File: src/rtl/serial_pkg.sv
// Shared definitions for the serial deserializer: default word width and
// one-hot assembly FSM state encodings.
package serial_pkg;

  localparam int DEFAULT_N = 6;

  typedef enum logic [1:0] {
    IDLE  = 2'b01,
    SHIFT = 2'b10
  } state_t;

endpackage

File: src/rtl/mod_n_counter.sv
// Wrapping modulo-MOD counter with synchronous clear and a terminal-count
// flag that is high while the count sits at MOD-1.
module mod_n_counter #(
  parameter int MOD = 6,
  parameter int W   = $clog2(MOD)
) (
  input  logic clk,
  input  logic rst_n,
  input  logic enable,
  input  logic clear,
  output logic tc
);

  logic [W-1:0] count;

  assign tc = (count == W'(MOD - 1));

  always_ff @(posedge clk or negedge rst_n) begin
    if (!rst_n) begin
      count <= '0;
    end else if (clear) begin
      count <= '0;
    end else if (enable) begin
      count <= tc ? '0 : count + W'(1);
    end
  end

endmodule

File: src/rtl/sipo_deserializer.sv
// LSB-first serial-to-parallel deserializer with a one-word output buffer,
// valid/ready drain and a sticky overrun flag for dropped words.
module sipo_deserializer
  import serial_pkg::*;
#(
  parameter int N = DEFAULT_N
) (
  input  logic         clk,
  input  logic         rst_n,
  input  logic         enable,
  input  logic         serial_in,
  input  logic         clear,
  input  logic         out_ready,
  output logic [N-1:0] parallel_out,
  output logic         out_valid,
  output logic         overrun,
  output logic         busy
);

  state_t       state, state_nxt;
  // Only the N-1 bits that survive into the next shift are stored; the
  // oldest bit always falls off the bottom.
  logic [N-2:0] sr;
  logic [N-1:0] word_nxt;
  logic         accept;
  logic         tc;
  logic         complete;

  assign accept   = enable & ~clear;
  assign word_nxt = {serial_in, sr};
  assign complete = accept & tc;
  assign busy     = (state == SHIFT);

  mod_n_counter #(
    .MOD (N)
  ) u_bit_cnt (
    .clk    (clk),
    .rst_n  (rst_n),
    .enable (accept),
    .clear  (clear),
    .tc     (tc)
  );

  always_comb begin
    state_nxt = state;
    case (state)
      IDLE:    if (accept)   state_nxt = SHIFT;
      SHIFT:   if (complete) state_nxt = IDLE;
      default:               state_nxt = IDLE;
    endcase
  end

  always_ff @(posedge clk or negedge rst_n) begin
    if (!rst_n) begin
      state <= IDLE;
    end else if (clear) begin
      state <= IDLE;
    end else begin
      state <= state_nxt;
    end
  end

  always_ff @(posedge clk or negedge rst_n) begin
    if (!rst_n) begin
      sr <= '0;
    end else if (clear) begin
      sr <= '0;
    end else if (accept) begin
      sr <= word_nxt[N-1:1];
    end
  end

  // A completing word lands in the buffer if it is empty or draining now;
  // otherwise it is dropped and overrun latches.
  always_ff @(posedge clk or negedge rst_n) begin
    if (!rst_n) begin
      parallel_out <= '0;
      out_valid    <= 1'b0;
      overrun      <= 1'b0;
    end else if (clear) begin
      parallel_out <= '0;
      out_valid    <= 1'b0;
      overrun      <= 1'b0;
    end else if (complete) begin
      if (!out_valid || out_ready) begin
        parallel_out <= word_nxt;
        out_valid    <= 1'b1;
      end else begin
        overrun      <= 1'b1;
      end
    end else if (out_valid && out_ready) begin
      out_valid <= 1'b0;
    end
  end

endmodule

File: config.mk
export PLATFORM = sky130hd
export DESIGN_NAME = sipo_deserializer
export DESIGN_NICKNAME = d
export VERILOG_FILES = /design/src/rtl/serial_pkg.sv /design/src/rtl/mod_n_counter.sv /design/src/rtl/sipo_deserializer.sv
export SDC_FILE = /design/constraint.sdc
export NUM_CORES = 1
export LEC_CHECK = 0
export CAP_MARGIN = 20
export CORE_ASPECT_RATIO = 1.1
export CORE_UTILIZATION = 53
export DETAILED_ROUTE_END_ITERATION = 12
export GPL_TIMING_DRIVEN = 0
export PLACE_DENSITY = 0.89
export REMOVE_ABC_BUFFERS = 1
export SYNTH_ARGS = -nofsm -noshare
export SYNTH_HDL_FRONTEND = slang
export SYNTH_SLANG_ARGS = --single-unit
File: constraint.sdc
create_clock -name clk -period 2.4 [get_ports clk]
set_clock_uncertainty 0.1 [all_clocks]
set_input_delay 0.36 -clock clk [delete_from_list [all_inputs] [get_ports clk]]
set_output_delay 0.36 -clock clk [all_outputs]
set_load 0.02 [all_outputs]
* After elaboration in Yosys (flattened, before gate mapping)
Index checks and enable logic that the tools add are counted.
** Word-level totals
- Flip-flop bits (word level) :: 18
- Word-level logic and storage cells :: 47
- Bits of input ports :: 6
** Operators by class
- Muxes and demuxes :: 19
- Bitwise gates (word level) :: 3
- Equality and inequality tests :: 7
- $add $sub $neg :: 1
- Reduce and logical (&&, ||, !) cells :: 11
** Operators with widths (number)
- 6-bit two-way mux :: 3
- 5-bit two-way mux :: 2
- 3-bit two-way mux :: 3
- 2-bit AND reduction :: 4
- 1-bit two-way mux :: 7
- 2-bit two-way mux :: 3
- 3-bit by 2-bit inequality test with 1-bit output, second input constant :: 2
- 2-bit nonzero test :: 3
- 2-bit one-hot mux with 2 select lines :: 1
- 3-bit by 1-bit adder with 3-bit output, second input constant :: 1
- 3-bit equality test, second input constant :: 1
- 3-bit inequality test, second input constant :: 1
- 3-bit nonzero test :: 1
- 1-bit AND :: 2
- 2-bit by 1-bit equality test with 1-bit output, second input constant :: 1
- 2-bit equality test, second input constant :: 1
- 2-bit inequality test, second input constant :: 1
- 1-bit logical AND :: 1
- 1-bit logical NOT :: 1
- 1-bit logical OR :: 1
- 1-bit inverter :: 1

* Logic depth before layout (Yosys ltp)
- Depth in word-level cells :: 6
- Gate-level depth with buffers :: 4
- Depth with buffers taken out :: 3

* Modules after synthesis
A second synthesis with hierarchy kept.
** Second synthesis, totals
- Cell total of the unflattened synthesis :: 71
- Area, all modules :: 842.1 sq um
** By module, submodules not included
- sipo_deserializer :: sequential area each 376.6 sq um, cells each 59, instances 1, area each 694.4 sq um
- mod_n_counter :: sequential area each 75.1 sq um, cells each 12, instances 1, area each 147.6 sq um

* Least setup slack after synthesis
Ideal clock, no wire load.
- Path kind :: register to register
- Start point :: register state[0]
- End point :: register state[1]
- Path slack :: 1230 ps
- Data arrival time :: 952 ps
- Stages on the path, launching flop included :: 4
- Setup time :: 118 ps
- Clock period less this slack :: 1170 ps
- Data required time :: 2182 ps
- Cells stage by stage :: dfstp_2 nor2b_1 and2_1 a21o_1
** Between the ends
- Cells in the longest elaborated chain, start to end :: 3
- Elaborated cells between the ends (all ways) :: 7
** Ends and longest elaborated chain
- start: declaration :: line sipo_deserializer.sv:20 : state_t state, state_nxt;
- start signal: assignment :: line sipo_deserializer.sv:59 : state <= state_nxt;
- 2-bit equality test *
- net busy :: line sipo_deserializer.sv:17 : output logic busy
- 2-bit one-hot mux with 2 select lines or 3-bit by 2-bit inequality test with 1-bit output (tied branches)
- 2-bit two-way mux or 2-bit AND reduction (tied branches)
The timed path passes the listed nets; every way through them passes the cells marked *.
A chain may end at the register's enable or synchronous reset.

* Final worst setup path
- Start point :: register state[1]
- End point :: output busy
** Between the ends
- Cells in the longest elaborated chain, start to end :: 1
** Ends and longest elaborated chain
- 2-bit equality test :: line sipo_deserializer.sv:32 : assign busy = (state == SHIFT);
- end: declaration :: line sipo_deserializer.sv:17
Every way passes these cells.

==> metrics.md <==
| Metric | Value |
|---|---|
| Outcome | completed |
| Routability cong. | 0.7392 |
| Number of routed nets with antenna violations | 0 |
| Switching power share of the total | 22.27% |
| Count of different cell masters after synthesis | 22 |
| Power per standard cell area | 549.9 nW/um^2 |
| Internal Pwr Total | 0.4246 mW |
| First-iteration detailed-routing DRC count | 6 |
| Switching component of the power | 0.1217 mW |
| Share of the clock period used by the worst path | 79.67% |
| Arrival time reported for the critical path endpoint | 1450 ps |
| Clk root buf | clkbuf_4 |
| Count of buffers added by post-CTS timing repair for setup | 0 |
| Setup tns final | 0 ps |
| Syn_area_per_cell | 11.14 sq um |
| RSZ-0062 raised after global routing | no |
| Setup violators final | 0 |
| Number of iterations in the first detailed-routing pass | 4 |
| Fraction of layout instances using a drive strength above 1 | 10.11% |
| Number of global-route vias before repair | between 500 and 600 |
| Slack of the worst reg-to-reg path | 1180 ps |
| Number of top-level pins | 15 |
| Cell types with the largest area share after synthesis | dfrtp_1 (52%), mux2i_1 (7.4%), o211ai_1 (5.5%), o21ai_1 (3.7%), dfstp_2 (3.2%) |
| Kind of capture point of the worst setup path | output pin |
| Sequential cell area | 451.7 sq um |
| Share of the synthesized area in the top cell type | 52.31% |
| Total gr overflow | 0 |
| Total CTS buffers | 3 |
| Hold buffer count at CTS | 0 |
| Max Freq | around 520 MHz |
| CTS tree | done |
| Sequential share of the synthesized area | roughly 56% |
| Worst reg2reg endpoint | parallel_out[1]$_DFFE_PN0P_ |
| Number of buffer and inverter instances along the worst setup path | 1 |
| Initial cell density of the core | 58.04% |
| Leakage power of the design | 0.4472 nW |
| Core area | approximately 1400 sq um |
| Wire length per cell after detailed routing | around 14 um |
| Post-route non-filler standard cell count | 105 |
| Kind of start point of the critical path | register |
| Proportion of power drawn by combinational gates | just over 8% |
| Multi-input gate area | 319.1 sq um |
| Largest delay share family, worst path | buffers and inverters |
| Vert. Die Dim | 43.09 um |
| P&R area growth vs syn | 22.15% |
| Largest net degree at the start of global routing | 19 |
| Crit-path cells | nor2b_1, clkdlybuf4s50_1 |
| Final wirelength | 1428 um |
| Placed Instances | 101 |
| Number of clock sinks | 18 |
| Synthesized netlist cell count | 73 |
| Area of the die | 1695 sq um |
| Placement row count | 14 |
| Layout net count | 96 |
| Post-DP HPWL | 1042 um |
| Number of buffers on the longest clock path | 2 |
| Number of antenna violations at the first check in global routing | 0 |
| Data required time at the worst endpoint | 1940 ps |
| Relative slew slack | 48.86% |
| Number of H-tree levels | 1 |
| Antenna cell count | 0 |
| Number of cells on the worst reg-to-reg path | 3 |
| Total standard cell area after synthesis | 813.3 sq um |
| Chip width | 39.35 um |
| Number of pins with negative max-slew slack in the final report | 0 |
| Number of fill cells in the layout | 114 |
| Final Hold Slack | 411.8 ps |
| Cells resized by post-CTS repair | 0 |
| Worst setup path class | register to output pin |
| Overall global routing resource usage | 21.48% |
| Min cycle time layout | 1912 ps |
| FF-to-FF Start | u_bit_cnt.count[1]$_DFFE_PN0P_ |
| Flip-flop and latch count after synthesis | 18 |
| Number of warnings reported in the yosys synthesis log | 0 |
| Sequential share of power | between 50% and 60% |
| Critical Path Fanout Max | 2 |
| Register clock-pin slew on the reported worst setup and hold paths | 100 ps |
| Final routed DRC violation total | 0 |
| Detailed-route vias per instance | ~5.5 |
| Library cell occupying the most area in the post-synthesis netlist | dfrtp_1 |
| Measured slew at the worst slew-check pin | between 700 and 800 ps |
| Number of vias after detailed routing | 575 |
| Wire length of the first global-routing pass | 2435 um |
| Clock power share | 33.1% |
| Cell at the slowest stage of the critical path | clkdlybuf4s50_1 |
| Clk_lat worst skew | 290 ps |
| Max capacitance violation total | 0 |
| Count of buffers inserted at the top-level ports | 14 |
| Final number of hold-violating endpoints | 0 |
| Worst hold-check path type | input port to async pin |
| Peak per-stage delay on the critical path | 630 ps |
| Highest ir drop seen on vdd | 0.0003737 V |
==> metrics by stage <==
step | instance area, sq um | utilization, % | setup slack [ps] | total power [mW]
floorplan | 797.0 | - | 1230 | 0.3449
finish | 993.5 | 70.89 | 487.9 | 0.5463
global route | 993.5 | 70.89 | 430.4 | 0.5741
global placement | 957.2 | 68.30 | 437.9 | 0.3690
CTS | 993.5 | 70.89 | 478.0 | 0.5556
detailed placement | 957.2 | 68.30 | 420.9 | 0.3715
==> worst max-delay path by stage <==
stage                         startpoint                   end  slack (ps)  cells past startpoint
floorplan           state[0]$_DFFE_PN1P_  state[1]$_DFFE_PN0P_        1230                      3
global placement                   clear  state[1]$_DFFE_PN0P_         440                      4
detailed placement                 clear  state[1]$_DFFE_PN0P_         420                      4
CTS                 state[1]$_DFFE_PN0P_                  busy         480                      2
global route        state[1]$_DFFE_PN0P_                  busy         430                      2
finish              state[1]$_DFFE_PN0P_                  busy         490                      2
==> sequential cells by signal, indices dropped and copies added (netlist names) <==
signal           cells
sr                   5
u_bit_cnt.count      3
out_valid            1
state                2
parallel_out         6
overrun              1
==> layout by cell type, fill, tap and decap left out, types with 2 or more instances in the layout <==
master	n
a21oi_1	3
clkdlybuf4s50_1	14
dfrtp_1	17
mux2i_1	6
clkbuf_4	3
and2_1	2
nor2_1	7
o211ai_1	6
o21ai_1	6
nand2_1	5
nor2b_1	2
inv_1	7
==> synth_stat cells <==
| cell | n |
|---|---|
| a21o_1 | 1 |
| a21oi_1 | 3 |
| and2_1 | 2 |
| and3b_2 | 1 |
| buf_2 | 1 |
| buf_6 | 1 |
| dfrtp_1 | 17 |
| dfstp_2 | 1 |
| inv_1 | 7 |
| mux2i_1 | 6 |
| nand2_1 | 5 |
| nand2b_1 | 1 |
| nand3_2 | 1 |
| nand4b_4 | 1 |
| nor2_1 | 7 |
| nor2b_1 | 2 |
| nor3_1 | 1 |
| nor3b_4 | 1 |
| o211ai_1 | 6 |
| o21ai_1 | 6 |
| o2bb2ai_1 | 1 |
| xnor2_1 | 1 |
==> power groups by stage <==
| stage | logic, mW | registers (mW) | clock network, mW |
|---|---|---|---|
| final | 0.0450 | 0.321 | 0.181 |
| after global routing | 0.0496 | 0.322 | 0.203 |
| after CTS | 0.0457 | 0.320 | 0.189 |
| after detailed placement | 0.0453 | 0.326 | 0 |
| after global placement | 0.0438 | 0.325 | 0 |
| after floorplan | 0.0205 | 0.324 | 0 |
==> per-layer routing <==
layer  vias up  share of wire [%]  global-route usage (%)
met5         -                  0                       0
met4         0                1.9                   15.17
met3         4                1.8                   3.665
met2        14                 50                   32.33
met1       276                 46                   27.02
li1        281                  -                       -
==> cell families (layout without fill, tap and decap cells) <==
group	after synthesis	in the layout	synth area share (%)
DFF	18	18	55.54
xor gates and xnor gates	1	1	1.077
buffers and inverters	9	25	5.231
AOI/OAI and AO/OA	17	17	13.08
muxes	6	6	7.385
and+or+nand+nor	22	22	17.69
==> area by class of cell <==
class / instances / area share [%]
multi-input cells: 46 / 32.12
repair buffers: 14 / 14.11
flip-flops and latches: 18 / 45.47
inverters: 7 / 2.645
clock buffers: 4 / 3.652
well taps: 16 / 2.015
No activity file was read; power rests on OpenSTA's default activity.
